$ cat config.mk
export PLATFORM = sky130hd
export DESIGN_NAME = riscv_fetch_unit
export DESIGN_NICKNAME = d
export VERILOG_FILES = /design/src/rtl/riscv_fetch_unit.sv
export SDC_FILE = /design/constraint.sdc
export NUM_CORES = 1
export LEC_CHECK = 0
export ABC_AREA = 1
export CAP_MARGIN = 5
export CORE_UTILIZATION = 47
export CTS_BUF_LIST = sky130_fd_sc_hd__clkbuf_16
export CTS_CLUSTER_SIZE = 40
export DETAILED_ROUTE_END_ITERATION = 7
export GPL_TIMING_DRIVEN = 1
export PLACE_DENSITY_LB_ADDON = 0.08
export SLEW_MARGIN = 20
export SYNTH_ARGS = -nofsm -noshare
export SYNTH_HDL_FRONTEND = slang
export SYNTH_SLANG_ARGS = --single-unit
$ cat constraint.sdc
create_clock -name clk -period 2.35 [get_ports clk]
set_input_delay 0.47 -clock clk [delete_from_list [all_inputs] [get_ports clk]]
set_output_delay 0.47 -clock clk [all_outputs]
set_load 0.02 [all_outputs]
$ cat src/rtl/riscv_fetch_unit.sv
// riscv_fetch_unit
// Instruction-fetch stage of the single-cycle RISC-V core. It owns the PC and
// fetches one instruction at a time over a variable-latency request/response
// handshake. It holds each fetched word for execute and selects the next PC
// (sequential or branch target) once execute has retired the word.
//
// Parameters:
//   RESET_PC - PC value loaded on reset
//   TIMEOUT  - maximum FETCH cycles without imem_rvalid before a bus error
//              (0 disables the timeout)
//   TO_W     - width of the timeout counter (TIMEOUT < 2**TO_W)
//
// Ports:
//   clk, rst_n          - rising-edge clock, asynchronous active-low reset
//   imem_req/imem_addr  - fetch request and its address (= PC)
//   imem_rdata/rvalid   - instruction word and its one-cycle response strobe
//   PCSrc/ImmExt        - branch decision and sign-extended offset
//   exe_ready           - execute has consumed the held instruction
//   Instr/instr_valid   - held instruction and its valid flag
//   PC/PCPlus4          - address of the held instruction and PC + 4
//   op/funct3/funct7    - decode fields taken from Instr
//   bus_err             - sticky fetch-timeout flag
//   misalign_err        - sticky misaligned-target flag (optional, see below)
//
// Optional feature: when RISCV_FETCH_MISALIGN_TRAP_EN is defined, a next PC
// that is not word aligned sets misalign_err and halts the unit. When the
// macro is undefined, bits [1:0] of the next PC are forced to zero.
module riscv_fetch_unit #(
  parameter logic [31:0] RESET_PC = 32'h0000_0000,
  parameter int unsigned TIMEOUT  = 16,
  parameter int unsigned TO_W     = 8
) (
  input  logic        clk,
  input  logic        rst_n,
  output logic        imem_req,
  output logic [31:0] imem_addr,
  input  logic [31:0] imem_rdata,
  input  logic        imem_rvalid,
  input  logic        PCSrc,
  input  logic [31:0] ImmExt,
  input  logic        exe_ready,
  output logic [31:0] Instr,
  output logic        instr_valid,
  output logic [31:0] PC,
  output logic [31:0] PCPlus4,
  output logic [6:0]  op,
  output logic [2:0]  funct3,
  output logic        funct7,
  output logic        bus_err
`ifdef RISCV_FETCH_MISALIGN_TRAP_EN
  ,
  output logic        misalign_err
`endif
);

  localparam logic [31:0]     NOP     = 32'h0000_0013;
  localparam bit              TO_EN   = (TIMEOUT != 0);
  localparam logic [TO_W-1:0] TO_LAST = TO_W'((TIMEOUT == 0) ? 0 : TIMEOUT - 1);

  typedef enum logic [1:0] {
    IDLE  = 2'd0,
    FETCH = 2'd1,
    ISSUE = 2'd2,
    HALT  = 2'd3
  } state_t;

  state_t          state;
  state_t          state_next;
  logic [TO_W-1:0] to_cnt;
  logic [31:0]     pc_target;
  logic [31:0]     pc_next;
  logic            capture;
  logic            retire;
  logic            timeout_hit;
  logic            misalign_hit;

  // State register
  always_ff @(posedge clk or negedge rst_n) begin
    if (!rst_n) begin
      state <= IDLE;
    end else begin
      state <= state_next;
    end
  end

  // Next-state logic and the handshake/datapath strobes
  always_comb begin
    state_next   = state;
    imem_req     = 1'b0;
    instr_valid  = 1'b0;
    capture      = 1'b0;
    retire       = 1'b0;
    timeout_hit  = 1'b0;
    misalign_hit = 1'b0;
    pc_target    = PC + (PCSrc ? ImmExt : 32'd4);

    case (state)
      IDLE: begin
        state_next = FETCH;
      end
      FETCH: begin
        imem_req = 1'b1;
        // A response in the expiry cycle still counts as a good fetch.
        if (imem_rvalid) begin
          capture    = 1'b1;
          state_next = ISSUE;
        end else if (TO_EN && (to_cnt == TO_LAST)) begin
          timeout_hit = 1'b1;
          state_next  = HALT;
        end
      end
      ISSUE: begin
        instr_valid = 1'b1;
        if (exe_ready) begin
`ifdef RISCV_FETCH_MISALIGN_TRAP_EN
          if (pc_target[1:0] != 2'b00) begin
            misalign_hit = 1'b1;
            state_next   = HALT;
          end else begin
            retire     = 1'b1;
            state_next = FETCH;
          end
`else
          retire     = 1'b1;
          state_next = FETCH;
`endif
        end
      end
      HALT: begin
        state_next = HALT;
      end
      default: begin
        state_next = IDLE;
      end
    endcase
  end

  // In the trap build the mask is a no-op, because only aligned targets are
  // ever loaded.
  assign pc_next = pc_target & 32'hFFFF_FFFC;

  // PC, instruction register, timeout counter and sticky error flags
  always_ff @(posedge clk or negedge rst_n) begin
    if (!rst_n) begin
      PC           <= RESET_PC;
      Instr        <= NOP;
      to_cnt       <= '0;
      bus_err      <= 1'b0;
`ifdef RISCV_FETCH_MISALIGN_TRAP_EN
      misalign_err <= 1'b0;
`endif
    end else begin
      if (imem_req && !capture) begin
        to_cnt <= to_cnt + TO_W'(1);
      end else begin
        to_cnt <= '0;
      end
      if (capture) begin
        Instr <= imem_rdata;
      end
      if (retire) begin
        PC <= pc_next;
      end
      if (timeout_hit) begin
        bus_err <= 1'b1;
      end
`ifdef RISCV_FETCH_MISALIGN_TRAP_EN
      if (misalign_hit) begin
        misalign_err <= 1'b1;
      end
`endif
    end
  end

  assign imem_addr = PC;
  assign PCPlus4   = PC + 32'd4;
  assign op        = Instr[6:0];
  assign funct3    = Instr[14:12];
  assign funct7    = Instr[30];

endmodule
==> results.md, run 1 <==
* Status: finished, violations left
* Failing checks: negative setup slack
* Clk sink count at 73
* CP max stage delay at approximately 0.35 ns
* Stages on worst setup path at 9
* Share of the synthesized area in the top cell type at 0.284
* Syn_area_per_cell at between 6 and 7 um2
* IO Pins at around 210
* Initial Util at 0.484
* First-pass GRT wire length at 30000 um
* Initial DRC Count at between 400 and 500
* Pre-antenna DRT Iters at 5
* Synth cell count leaders: 291 x nand2_1, 149 x inv_1, 70 x dfrtp_1
* Minimum clock period at 2.40 ns
* H-tree depth at 3
* Syn-to-layout area delta at 57.1%
* R2r setup slk at 0.13 ns
* Layout filler cell count at 1010
* Placed Instances at around 1300
* Routed vias at about 6600
* Die ar. at ~14000 um2
* Initial antenna violation count at 0
* Final Slew Violations at 0
* Layout cells sized above 1 at 0.234
* Port bufs at between 200 and 250
* Fmax achieved at 0.417 GHz
* Hpwl dp at roughly 16000 um
* Slew headroom at 0.623
* Worst Path Required at between 1.5 and 2 ns
* Routed Wire Length at 20300 um
* DRC at 0
* Synth top area cells: dfrtp_1 28%, nand2_1 18%, inv_1 9.1%
* Post-route setup slack at -0.0505 ns
* Synth warn at 0
* RSZ-0062 raised after global routing: true
* Worst vdd ir at roughly 0.00033 V
* Maxcap violations at 0
* Vias in the first global route at between 6000 and 7000
* Bufs on Longest Clock Path at 2
* Final setup vio count at 8
* All-Layer GR Usage at 0.292
* Worst setup SP type: flop
* Final ANT Viol Nets at 0
* Layout Skew at around 0.013 ns
* Sequential share of the synthesized area at 0.297
* PwrDens at between 300 and 400 nW/um2
* Least-Margin Pin Slew at 0.566 ns
* Worst-path clk slew at roughly 0.06 ns
* CP bufs+invs at 2
* Power Total at 3.25 mW
* Cell Area, Synth at slightly above 6000 um2
* Core area at between 10000 and 15000 um2
* Via-to-Cell Ratio at ~4.8
* Fin crit share at 1.02
* Post-synthesis cell count at 897
* Total congestion overflow at 0
* CTS tree: built
* Critical path class: flop to output pin
* Leak Pwr at around 5.2 nW
* Crit path DAT at 1.93 ns
* Slowest CP cell: dfrtp_1
* Root buffer cell: clkbuf_16
* Worst Setup End Kind: output pin
* Routed len/inst at 14.8 um
* CP max FO at 3
* NumNets Final at about 1300
* Cell taking the most area after synthesis: dfrtp_1
* Delay-heaviest family, CP: simple AND/OR/NAND/NOR gates
* Largest net degree at the start of global routing at 44
* CTS Buf Count at 9
* Top-count cell post-synth: nand2_1
* R2R depth at 11
* Worst Hold Class: input port to asynchronous set/reset pin
* Num rows at 41
* R2r startpoint: PC[4]
* Final std cells w/o fill at approximately 1400
* Worst skew pair latency at roughly 0.34 ns
* Die X at between 100 and 150 um
* Critical Path, Cell by Cell: ha_2 -> nand3_2 -> nor2_2 -> nand2_2 -> nor2_4 -> buf_6 -> nand4_1 -> xnor2_1 -> buf_4
* Number of enable flip-flop cells after synthesis at 0
* Async S/R FF share, synth at 1.00
* Final Hold Viols at 0
* GPL Wtd Cong at about 0.9
* Synth Register Bits at between 70 and 80
* Antenna Diode Count at 0
* Netlist cell types at 39
* Final core area utilization at 0.761
* Die span in y at 116 um
* Post-synth top flop: dfrtp_1
* Reg-to-Reg End: PC[14]
-- cell families after synthesis --
family,after synthesis,synth area share
multiplexers,32,0.0585
AO/OA/AOI/OAI,53,0.0467
XOR/XNOR,38,0.0540
adder cells (fa/ha/maj),32,0.0662
other,1,0.000609
AND/OR/NAND/NOR,460,0.320
flip-flops,73,0.297
buffers and inverters,208,0.156
-- sequential cells by signal, indices dropped and copies added, names as in the netlist --
name / flops
to_cnt: 8
PC: 30
state: 2
bus_err: 1
Instr: 32
-- metal layers --
| layer | vias to the layer above | wire, um | global-route usage |
|---|---|---|---|
| met3 | 35 | 1470 | 0.0358 |
| met1 | 3010 | 8350 | 0.364 |
| met2 | 234 | 9940 | 0.513 |
| met4 | 0 | 531 | 0.115 |
| met5 | - | 0 | 0 |
| li1 | 3338 | - | - |
-- through the flow --
| stage | setup TNS, ns | instance area (um2) | hold slack (ns) | worst slack, ns |
|---|---|---|---|---|
| floorplan | 0 | 6190 | 0.174 | 0.0118 |
| global placement | -10.15 | 9000 | 0.449 | -0.376 |
| detailed placement | -11.33 | 9000 | 0.456 | -0.440 |
| CTS | -0.292 | 9410 | 0.126 | -0.0687 |
| global route | -2.11 | 9680 | 0.159 | -0.201 |
| finish | -0.254 | 9680 | 0.127 | -0.0505 |
-- worst max path at each step --
stage / startpoint / end
3_5_place_dp: PCSrc / PC[22]
6_report: PC[2] / PCPlus4[28]
2_1_floorplan: PC[3] / PCPlus4[22]
5_1_grt: PC[2] / PCPlus4[28]
3_3_place_gp: PCSrc / PC[30]
4_1_cts: PC[2] / PCPlus4[31]
-- layout make-up --
| type | count | area [um2] | area share |
|---|---|---|---|
| clock buffer | 9 | 225 | 0.0233 |
| sequential | 73 | 1830 | 0.189 |
| timing repair buffer | 339 | 3050 | 0.315 |
| multi-input combinational | 621 | 3670 | 0.379 |
| tap | 172 | 215 | 0.0222 |
| clock inverter | 7 | 118 | 0.0122 |
| inverter | 150 | 563 | 0.0582 |
-- report_power, final --
part	leakage [nW]	switching [mW]	internal (mW)
sequential	0.966	0	1.26
combinational	4.04	0.196	0.219
clock	0.170	0.535	1.04
total	5.17	0.731	2.51
-- cells in the final DEF (no fill, tap or decap), types with 2 or more instances in the layout --
cell,count
buf_12,3
o21bai_1,5
a21oi_1,20
clkdlybuf4s50_1,174
ha_1,21
nand2_1,282
xor2_2,3
dfstp_2,3
nand3b_1,3
inv_1,148
nor4_1,4
nand3_4,2
nor3b_1,5
o21ai_0,18
nand3_2,7
buf_6,3
nand2_2,11
xnor2_2,2
ha_4,8
ha_2,2
a21oi_2,5
xor2_1,17
nor2_1,51
clkbuf_16,9
nor2_4,7
nand3_1,49
dlygate4sd2_1,3
bufinv_16,3
nor3_1,7
mux2_2,32
nand2_4,2
clkinv_2,2
inv_2,2
buf_4,151
conb_1,6
nor2_2,12
nand4_1,13
dfrtp_1,69
xnor2_1,16
clkbuf_2,2
-- repair_timing --
action                     4_1_cts  5_1_grt
cloned                           1        0
resized for setup              108       59
hold buffers                     0        0
buffers inserted                 7        3
setup endpoints to repair       41       38
pin swaps                        2        5
Power figures use the tool's default switching activity.
==> run 2: changes to the inputs <==
--- a/config.mk
+++ b/config.mk
@@ -13,6 +13,7 @@
 export DETAILED_ROUTE_END_ITERATION = 7
 export GPL_TIMING_DRIVEN = 1
 export PLACE_DENSITY_LB_ADDON = 0.08
+export RECOVER_POWER = 100
 export SLEW_MARGIN = 20
 export SYNTH_ARGS = -nofsm -noshare
 export SYNTH_HDL_FRONTEND = slang
==> run 2 against run 1 <==
  * The run still ends with negative setup slack left
  * Cell area down 0.41%
  * Clock-buffer cell count stayed put
  * Clock power about the same
  * Sequential power about the same
  * Clock skew about the same
  * Sequential share of layout area up 0.079 points
  * Worst hold slack better by 0.27 ns
  * Core utilization fell by 0.31 points
  * Critical path depth unchanged
  * Total power decreased by 0.15%
  * Maximum frequency about the same
  * Register-to-register slack barely moved
  * Largest power group unchanged
  * Highest routed layer unchanged
==> results.md, run 2 (same netlist as run 1, synthesis figures left out) <==
* Largest net degree at the start of global routing at 44
* Setup Total Neg Slack at -0.258 ns
* Slowest CP cell: dfrtp_1
* Core area at 12700 um2
* R2r setup slk at 0.12 ns
* CTS Buf Count at 9
* Minimum clock period at roughly 2.4 ns
* Root buffer cell: clkbuf_16
* H-tree depth at 3
* Final setup vio count at 8
* Fin crit share at 1.02
* R2r startpoint: PC[4]
* Initial DRC Count at 390
* Final Hold Viols at 0
* Post-route setup slack at -0.0518 ns
* Critical Path, Cell by Cell: ha_2 -> nand3_2 -> nor2_2 -> nand2_2 -> nor2_4 -> buf_6 -> nand4_1 -> xnor2_1 -> buf_4
* Status: finished, violations left
* Initial Util at 0.484
* GPL Wtd Cong at 0.913
* CP max stage delay at approximately 0.35 ns
* Failing checks: negative setup slack
* RSZ-0062 raised after global routing: true
* Worst-path clk slew at 0.06 ns
* First-pass GRT wire length at approximately 30000 um
* CTS tree: built
* Worst setup SP type: flop
* NumNets Final at roughly 1300
* Die span in y at 116 um
* All-Layer GR Usage at 0.292
* Least-Margin Pin Slew at 1.27 ns
* Worst vdd ir at between 0.0003 and 0.0004 V
* Layout filler cell count at between 1000 and 1500
* Max FFs per register at 32
* Die ar. at between 10000 and 15000 um2
* Syn-to-layout area delta at 56.4%
* # hold bufs at CTS at 0
* Bufs on Longest Clock Path at 2
* Final Slew Violations at 0
* DRC at 0
* Most common cell after layout, fill and taps aside: nand2_1
* Vias in the first global route at just over 6000
* Layout cells sized above 1 at 0.229
* Leak Pwr at between 5 and 6 nW
* Most frequent cells in the layout: 282 x nand2_1, 150 x buf_4, 149 x inv_1
* R2R depth at 12
* Biggest regs: Instr (32), PC (30), to_cnt (8)
* Pre-antenna DRT Iters at 7
* Hpwl dp at around 16000 um
* Crit path DAT at 1.93 ns
* CP max FO at 3
* Reg-to-Reg End: PC[22]
* Clk sink count at 73
* IO Pins at about 210
* Antenna Diode Count at 0
* Routed Wire Length at approximately 20000 um
* Critical path class: flop to output pin
* CP endpoint: PCPlus4[28]
* Layout Skew at ~0.013 ns
* Slew headroom at 0.152
* Initial antenna violation count at 0
* Die X at between 100 and 150 um
* Fmax achieved at between 0.4 and 0.5 GHz
* Via-to-Cell Ratio at 4.85
* Maxcap violations at 0
* Worst Hold Class: input port to asynchronous set/reset pin
* PwrDens at around 340 nW/um2
* Port bufs at ~200
* Worst Setup End Kind: output pin
* Final ANT Viol Nets at 0
* Critical path launch point: PC[2]
* Post-Place Setup Slack at -0.440 ns
* Routed len/inst at 14.8 um
* Worst Path Required at approximately 1.9 ns
* Worst hold margin at approximately 0.40 ns
* Most flops, register: Instr
* Total congestion overflow at 0
* Routed vias at 6653
* Worst skew pair latency at roughly 0.34 ns
* Num rows at 41
run 2: cell count changes in the layout (fill, tap and decap cells not counted), moves of 2 or more:
cell,change
dlygate4sd3_1,+75
clkbuf_2,+2
clkdlybuf4s50_1,-75
buf_12,-2
clkbuf_1,+2
run 2: worst max-delay path, delay by kind of cell (launching register included):
family	cells	cell delay [ns]
flops	1	0.35
simple gates	5	0.58
buf+inv	2	0.28
fa+ha+maj	1	0.20
xor+xnor	1	0.18
run 2: power breakdown:
| group | switching (mW) | internal (mW) | total [mW] | leakage [nW] |
|---|---|---|---|---|
| Combinational | 0.196 | 0.214 | 0.410 | 4.24 |
| Sequential | 0 | 1.26 | 1.26 | 0.966 |
| Clock | 0.535 | 1.04 | 1.57 | 0.170 |
run 2: timing repair:
action / in CTS / in global routing
resized for setup: 108 / 59
cloned: 1 / 0
setup endpoints to repair: 41 / 38
setup buffers: 7 / 3
pin swaps: 2 / 5
run 2: area by class of cell:
| type | instances | area (um2) | area share |
|---|---|---|---|
| clock buffers | 9 | 225 | 0.0234 |
| clock inverters | 7 | 118 | 0.0122 |
| inverters | 150 | 563 | 0.0584 |
| multi-input cells | 621 | 3670 | 0.381 |
| flip-flops and latches | 73 | 1830 | 0.190 |
| well taps | 172 | 215 | 0.0223 |
| repair buffers | 339 | 3020 | 0.313 |
run 2: how the worst min path moves through the flow:
stage               cells after the start        end  slack [ns]
finish                                  1      PC[3]        0.40
global route                            1      PC[3]        0.48
CTS                                     1      PC[3]        0.13
detailed placement                      1  to_cnt[0]        0.46
global placement                        1  to_cnt[0]        0.45
floorplan                               0  Instr[10]        0.17
run 2: metal layers:
metal,track usage,part of all wire,routed length [um],vias to the layer above
li1,-,-,-,3340
met1,0.364,0.41,8400,3023
met2,0.513,0.49,9930,253
met3,0.0358,0.071,1440,37
met4,0.115,0.028,560,0
met5,0,0,0,-
run 2: metrics by stage:
step | area (um2) | cells | util | total power [mW]
floorplan | 6190 | 902 | - | 1.44
global placement | 9000 | 1344 | 0.708 | 1.65
detailed placement | 9000 | 1344 | 0.708 | 1.66
CTS | 9410 | 1368 | 0.739 | 3.24
global route | 9640 | 1371 | 0.758 | 3.34
finish | 9640 | 1371 | 0.758 | 3.24
